## config.mk

```make
export PLATFORM = sky130hd
export DESIGN_NAME = dmem_arbiter
export DESIGN_NICKNAME = d
export VERILOG_FILES = /design/src/rtl/dmem_arbiter.sv
export SDC_FILE = /design/constraint.sdc
export NUM_CORES = 1
export LEC_CHECK = 0
export CORE_AREA = 2 2 120 122
export CTS_CLUSTER_SIZE = 16
export DETAILED_ROUTE_END_ITERATION = 10
export DIE_AREA = 0 0 122 124
export PLACE_DENSITY = 0.68
export REMOVE_ABC_BUFFERS = 1
export SYNTH_ARGS = -nofsm -noshare
export SYNTH_HDL_FRONTEND = slang
export SYNTH_SLANG_ARGS = --single-unit
```

## constraint.sdc

```tcl
create_clock -name clk -period 2.8 [get_ports clk]
set_input_delay 0.84 -clock clk [delete_from_list [all_inputs] [get_ports clk]]
set_output_delay 0.84 -clock clk [all_outputs]
set_load 0.03 [all_outputs]
```

## src/rtl/dmem_arbiter.sv

```systemverilog
// dmem_arbiter: shares one single-port data memory between the core data
// port (C) and a DMA / program-loader port (D). One grant per cycle,
// round-robin on contention, bounded burst lock for D, registered read
// return to the winning port with a latency of one cycle.
module dmem_arbiter #(
    parameter int ADDR_W    = 32,
    parameter int DATA_W    = 32,
    parameter int MAX_BURST = 8
) (
    input  logic                clk,
    input  logic                reset_n,

    // core data port
    input  logic                c_req,
    input  logic [DATA_W/8-1:0] c_we,
    input  logic [ADDR_W-1:0]   c_addr,
    input  logic [DATA_W-1:0]   c_wdata,
    output logic                c_gnt,
    output logic                c_stall,
    output logic                c_rvalid,
    output logic [DATA_W-1:0]   c_rdata,

    // DMA / loader port
    input  logic                d_req,
    input  logic [DATA_W/8-1:0] d_we,
    input  logic [ADDR_W-1:0]   d_addr,
    input  logic [DATA_W-1:0]   d_wdata,
    input  logic                d_lock,
    output logic                d_gnt,
    output logic                d_rvalid,
    output logic [DATA_W-1:0]   d_rdata,

    // memory side
    output logic [DATA_W/8-1:0] m_we,
    output logic [ADDR_W-1:0]   m_addr,
    output logic [DATA_W-1:0]   m_wdata,
    input  logic [DATA_W-1:0]   m_rdata
);

    localparam int         BE_W        = DATA_W / 8;
    localparam logic [7:0] MAX_BURST_C = 8'(MAX_BURST);

    typedef enum logic {
        ARB  = 1'b0,
        LOCK = 1'b1
    } state_e;

    typedef enum logic {
        PORT_C = 1'b0,
        PORT_D = 1'b1
    } port_e;

    state_e            state_q, state_d;
    port_e             last_q, last_d;
    logic [7:0]        burst_cnt_q, burst_cnt_d;

    logic              c_rvalid_q, c_rvalid_d;
    logic              d_rvalid_q, d_rvalid_d;
    logic [DATA_W-1:0] c_rdata_q, c_rdata_d;
    logic [DATA_W-1:0] d_rdata_q, d_rdata_d;

    logic              lock_hold;
    logic              c_first;
    logic              c_win;
    logic              d_win;

    // Arbitration: grants, next state, round-robin pointer and burst count.
    always_comb begin
        // NOTE: every variable gets a default before any branch so no path
        // leaves it unassigned; a missed branch would otherwise infer a latch.
        state_d     = ARB;
        last_d      = last_q;
        burst_cnt_d = '0;
        c_win       = 1'b0;
        d_win       = 1'b0;
        c_first     = 1'b0;

        // D keeps the memory while it holds the lock and has beats left.
        lock_hold = (state_q == LOCK) && d_req && d_lock &&
                    (burst_cnt_q < MAX_BURST_C);

        if (lock_hold) begin
            d_win       = 1'b1;
            state_d     = LOCK;
            last_d      = PORT_D;
            burst_cnt_d = burst_cnt_q + 8'd1;
        end else begin
            // Leaving a lock arbitrates as if D had the last grant, so the
            // core wins any contention on the release cycle.
            c_first = (state_q == LOCK) || (last_q == PORT_D);

            if (c_req && (!d_req || c_first)) begin
                c_win = 1'b1;
            end else if (d_req) begin
                d_win = 1'b1;
            end

            if (c_win) begin
                last_d = PORT_C;
            end

            if (d_win) begin
                last_d = PORT_D;
                if (d_lock) begin
                    state_d     = LOCK;
                    burst_cnt_d = 8'd1;
                end
            end
        end
    end

    // Memory drive: winner's address/data/lanes; idle keeps port C's values.
    always_comb begin
        m_addr  = d_win ? d_addr  : c_addr;
        m_wdata = d_win ? d_wdata : c_wdata;
        m_we    = '0;
        if (c_win) begin
            m_we = c_we;
        end else if (d_win) begin
            m_we = d_we;
        end
    end

    // Read return: capture memory data for a granted read, else hold.
    always_comb begin
        c_rvalid_d = c_win && (c_we == '0);
        d_rvalid_d = d_win && (d_we == '0);
        c_rdata_d  = c_rvalid_d ? m_rdata : c_rdata_q;
        d_rdata_d  = d_rvalid_d ? m_rdata : d_rdata_q;
    end

    // State and read-return registers; reset returns to ARB with core priority.
    always_ff @(posedge clk or negedge reset_n) begin
        if (!reset_n) begin
            state_q     <= ARB;
            last_q      <= PORT_D;
            burst_cnt_q <= '0;
            c_rvalid_q  <= 1'b0;
            d_rvalid_q  <= 1'b0;
            c_rdata_q   <= '0;
            d_rdata_q   <= '0;
        end else begin
            // NOTE: non-blocking assignments here so every flop samples the
            // pre-edge value of the others, independent of statement order.
            state_q     <= state_d;
            last_q      <= last_d;
            burst_cnt_q <= burst_cnt_d;
            c_rvalid_q  <= c_rvalid_d;
            d_rvalid_q  <= d_rvalid_d;
            c_rdata_q   <= c_rdata_d;
            d_rdata_q   <= d_rdata_d;
        end
    end

    assign c_gnt    = c_win;
    assign d_gnt    = d_win;
    assign c_stall  = c_req & ~c_win;
    assign c_rvalid = c_rvalid_q;
    assign d_rvalid = d_rvalid_q;
    assign c_rdata  = c_rdata_q;
    assign d_rdata  = d_rdata_q;

    // Byte-lane count is part of the interface contract; keep it referenced.
    logic be_w_ok;
    assign be_w_ok = (BE_W * 8 == DATA_W);

endmodule

```

# Yosys cells after proc, flatten, opt, wreduce, memory -nomap -nowiden
# Cells that the tools add are included.
[word_totals]
out_inout_bits = 137
reg_bits = 76
[op_classes]
order_cmp = 1
bitwise = 2
mux = 20
n_addsub = 1
n_reduce_logical = 12
[ops]
columns = ["cell", "n"]
rows = [
  ["32-bit two-way mux", 2],
  ["1-bit two-way mux", 15],
  ["8-bit by 1-bit adder with 8-bit output, second input constant", 1],
  ["4-bit zero test", 2],
  ["8-bit by 4-bit < comparator with 1-bit output, second input constant", 1],
  ["4-bit two-way mux", 2],
  ["8-bit two-way mux", 1],
  ["1-bit logical AND", 6],
  ["3-bit nonzero test", 1],
  ["1-bit logical OR", 2],
  ["1-bit AND", 1],
  ["1-bit zero test", 1],
  ["1-bit inverter", 1],
]

# Longest topological paths before layout
[logic_depth]
word_depth = 8
ltp_mapped = 6

# Least setup slack after synthesis
# Ideal clock, no wire load.
[synth_timing]
kind = "in2out"
startpoint = "input port d_lock"
endpoint = "output port m_we[2]"
t_required_ps = 1960
arrival_ps = 2403
stages = 3
path_buffers = 0
slack_ps = -443
path_cell_list = "nor4bb_4 > a221oi_2 > o21ai_0"
[synth_via]
elab_cells_between_ends = 6
[synth_lines]
columns = ["element", "line", "text"]
rows = [
  ["from (decl)", "28", "input logic d_lock,"],
  ["1-bit logical AND (2 in a row)", "79", "lock_hold = (state_q == LOCK) && d_req && d_lock &&"],
  ["1-bit two-way mux", "82", "if (lock_hold) begin"],
  ["net c_gnt", "18", "output logic c_gnt,"],
  ["4-bit two-way mux", "117", "if (c_win) begin"],
  ["to (decl)", "34", "output logic [DATA_W/8-1:0] m_we,"],
]
# The timed path passes the listed nets, and every way through them passes these cells.

# Worst setup path in the final report
[layout_timing]
startpoint = "input port d_lock"
endpoint = "output port m_addr[26]"
[layout_via]
elab_chain_len = 4
[layout_rtl]
columns = ["element", "line", "text"]
rows = [
  ["1-bit logical AND (2 in a row)", "79", ""],
  ["1-bit two-way mux", "82", ""],
  ["32-bit two-way mux", "114", "m_addr = d_win ? d_addr : c_addr;"],
  ["to (decl)", "35", "output logic [ADDR_W-1:0] m_addr,"],
]
# Every way passes these cells.

==> out/metrics.yaml <==
status:
  status: "finished with violations"
  violations: "setup timing"
min_path:
  hold_class: "reg -> reg"
  hold_depth: 1
setup_path:
  cp-start-kind: "input port"
  crit_path_end_kind: "primary output"
  path_max_fanout: 12
  cpPeakStageDelay_ns: 0.35
  crit_required_ns: 1.96
  critPathArrivalTime_ns: 2.31
  cp_cell_sequence: "buf_6 -> nor4bb_4 -> a22oi_2 -> buf_4 -> buf_12 -> mux2_2 -> clkdlybuf4s15_2"
  crit_type: "in -> out"
  cpMaxStageDelayCell: "mux2_2"
  ff2ff_path_depth: 8
detailed_routing:
  antenna_left: 0
  wl_per_cell_um: 19.5
  drt_iter0_markers: 115
  vias_per_cell: 4.44
  route.detailed.drc: 0
  drt_pass1_iterations: 4
  routed_wirelength_mm: 15.4
  dr_total_vias: 3516
place:
  post_dp_cell_area_um2: 7070
  dp_cells: 751
  dp_hpwl_mm: 12.1
  place.gp.congestion: 0.835
  port-buffer-count: 309
power_and_ir_drop:
  power_leakage_nw: 3.64
  power.density_nw_per_um2: 627
  total_power_mw: 5.02
  peakVddDrop_mv: 0.253
grt:
  grtUsageTotal_pct: 19.5
  grt_max_degree: 51
  global_route.overflow_total: 0
  grt_pass1_vias: 3809
  antenna_found_initial: 2
  grt_pass1_wl_mm: 21.5
synthesis:
  synth_warnings: 0
  synth_top_area_share_pct: 51.0
  synth.area.top_cells: "dfrtp_1, mux2_2, buf_2"
  avgSynthCellArea_um2: 14.6
  ys_ff_latch: 76
  syn_area_um2: 3680
  synth_cell_types: 28
  synthCells: 252
  synth_area_leader_cell: "dfrtp_1"
  seq_area_frac_synth_pct: 51.7
job:
  cap_violations: 0
sta:
  fin_skew_ns: 0.00362
  worst_slew_margin_rel_pct: 57.9
  tns_ns: -16.98
  report.final.slew_viol_count: 0
  hold_viol: 0
  max_freq_mhz: 318
  fin_hold_ws_ns: 0.501
  tightestPinTransition_ns: 0.632
  timing.final.ws_setup_ns: -0.347
  period_needed_ns: 3.15
  setup_viol: 68
  period_share_pct: 112
  rsz0062_at_grt: "yes"
finish:
  seqCellArea_um2: 1900
  final_cell_count_no_fill: 792
  layout_common_cells: "clkdlybuf4s50_1, mux2_2, dfrtp_1, buf_6, mux2_4"
  multiInputGateArea_um2: 1840
  layout_commonest_cell: "clkdlybuf4s50_1"
  fin_nets: 780
  fill_cells: 1138
  area_growth_pct: 117
  fin_area_um2: 8000
  drive_gt1_share_pct: 44.4
clock_tree:
  cts_buffers: 9
  clock-sinks: 76
  cts_tree: "built"
  hold_buffers: 0
  cts_root_buffer: "clkbuf_16"
  cts_max_level: 3
  clkLatencyLatePin_ns: 0.33
  cts.clk_slew.worst_paths_ns: 0.06
  clockBufferDepth: 2
die:
  die_w_um: 122
  std_cell_rows: 43
  dieArea_um2: 15100
  coreArea_um2: 13700
  die_h_um: 124
  start_util_pct: 26.8
  ios: 310
==> cells in the mapped netlist, drive strengths merged <==
master	n
a21o	1
a221oi	1
a22o	3
a22oi	1
a31oi	1
and2	1
and3	1
buf	11
clkbuf	3
conb	1
dfrtp	75
dfstp	1
ha	1
inv	4
mux2	128
mux2i	1
nand2	5
nand2b	1
nor2	4
nor2b	1
nor4	2
nor4b	1
nor4bb	1
o21ai	2
xnor2	1
==> where the power goes <==
| part | internal, mW | switching (mW) |
|---|---|---|
| Combinational | 1.14 | 1.09 |
| Sequential | 1.34 | 0.117 |
| Clock | 0.877 | 0.450 |
==> per-layer routing <==
| layer | track usage [%] | vias to the layer above | share of wire (%) |
|---|---|---|---|
| met4 | 7.61 | 2 | 2.2 |
| met1 | 18.2 | 1671 | 32 |
| li1 | - | 1617 | - |
| met5 | 0 | - | 0.10 |
| met2 | 36.6 | 203 | 54 |
| met3 | 9.48 | 23 | 11 |
==> path summary, 6_finish.rpt <==
check	end	slack, ns	startpoint
max	m_addr[26]	-0.35	d_lock
max in group asynchronous	last_q$_DFFE_PN1P_	1.61	reset_n
min	c_rdata[16]$_DFFE_PN0P_	0.50	c_rdata[16]$_DFFE_PN0P_
min in group asynchronous	d_rdata[29]$_DFFE_PN0P_	0.53	reset_n
max reg2reg	d_rdata[2]$_DFFE_PN0P_	0.68	state_q$_DFF_PN0_
min reg2reg	c_rdata[16]$_DFFE_PN0P_	0.50	c_rdata[16]$_DFFE_PN0P_
==> layout make-up <==
| cell class | instances | area share (%) |
|---|---|---|
| Timing Repair Buffer | 354 | 45.7 |
| Sequential cell | 76 | 23.8 |
| Multi-Input combinational cell | 161 | 23.0 |
| Clock buffer | 9 | 2.81 |
| Tap cell | 180 | 2.81 |
| Clock inverter | 7 | 1.55 |
| Inverter | 4 | 0.235 |
| Antenna cell | 1 | 0.0313 |
==> metrics by stage <==
| stage | util, % | worst slack (ns) |
|---|---|---|
| floorplan | - | -3.96 |
| global placement | 51.6 | -0.982 |
| detailed placement | 51.6 | -1.01 |
| CTS | 57.7 | -0.338 |
| global route | 58.3 | -0.406 |
| finish | 58.3 | -0.347 |
==> state kept, by name (all words and copies together), names as in the netlist <==
signal,flops
last_q,1
c_rvalid,1
state_q,1
burst_cnt_q,8
c_rdata,32
d_rdata,32
d_rvalid,1
==> kinds of logic (layout without fill, tap and decap cells) <==
group	count (synthesis)	after routing	share of synthesized area (%)
and+or+nand+nor	17	17	3.47
buffers and inverters	18	374	2.72
adders and majority gates	1	1	0.340
xor gates and xnor gates	1	1	0.238
AOI/OAI and AO/OA	9	9	1.97
DFF	76	76	51.7
muxes	129	129	39.4
other	1	5	0.102
==> critical path: cells and delay by family <==
| family | cells | cell delay [ns] |
|---|---|---|
| mux | 1 | 0.35 |
| simple gates | 1 | 0.14 |
| compound gates | 1 | 0.24 |
| buf+inv | 4 | 0.73 |
==> timing repair <==
action | CTS | global route
setup buffers | 17 | 5
pin swaps | 4 | 3
gates resized for setup | 280 | 34
endpoints found under the hold margin | 0 | 0
setup endpoints to repair | 71 | 69
gates cloned | 6 | 0
No activity file was read; power rests on OpenSTA's default activity.
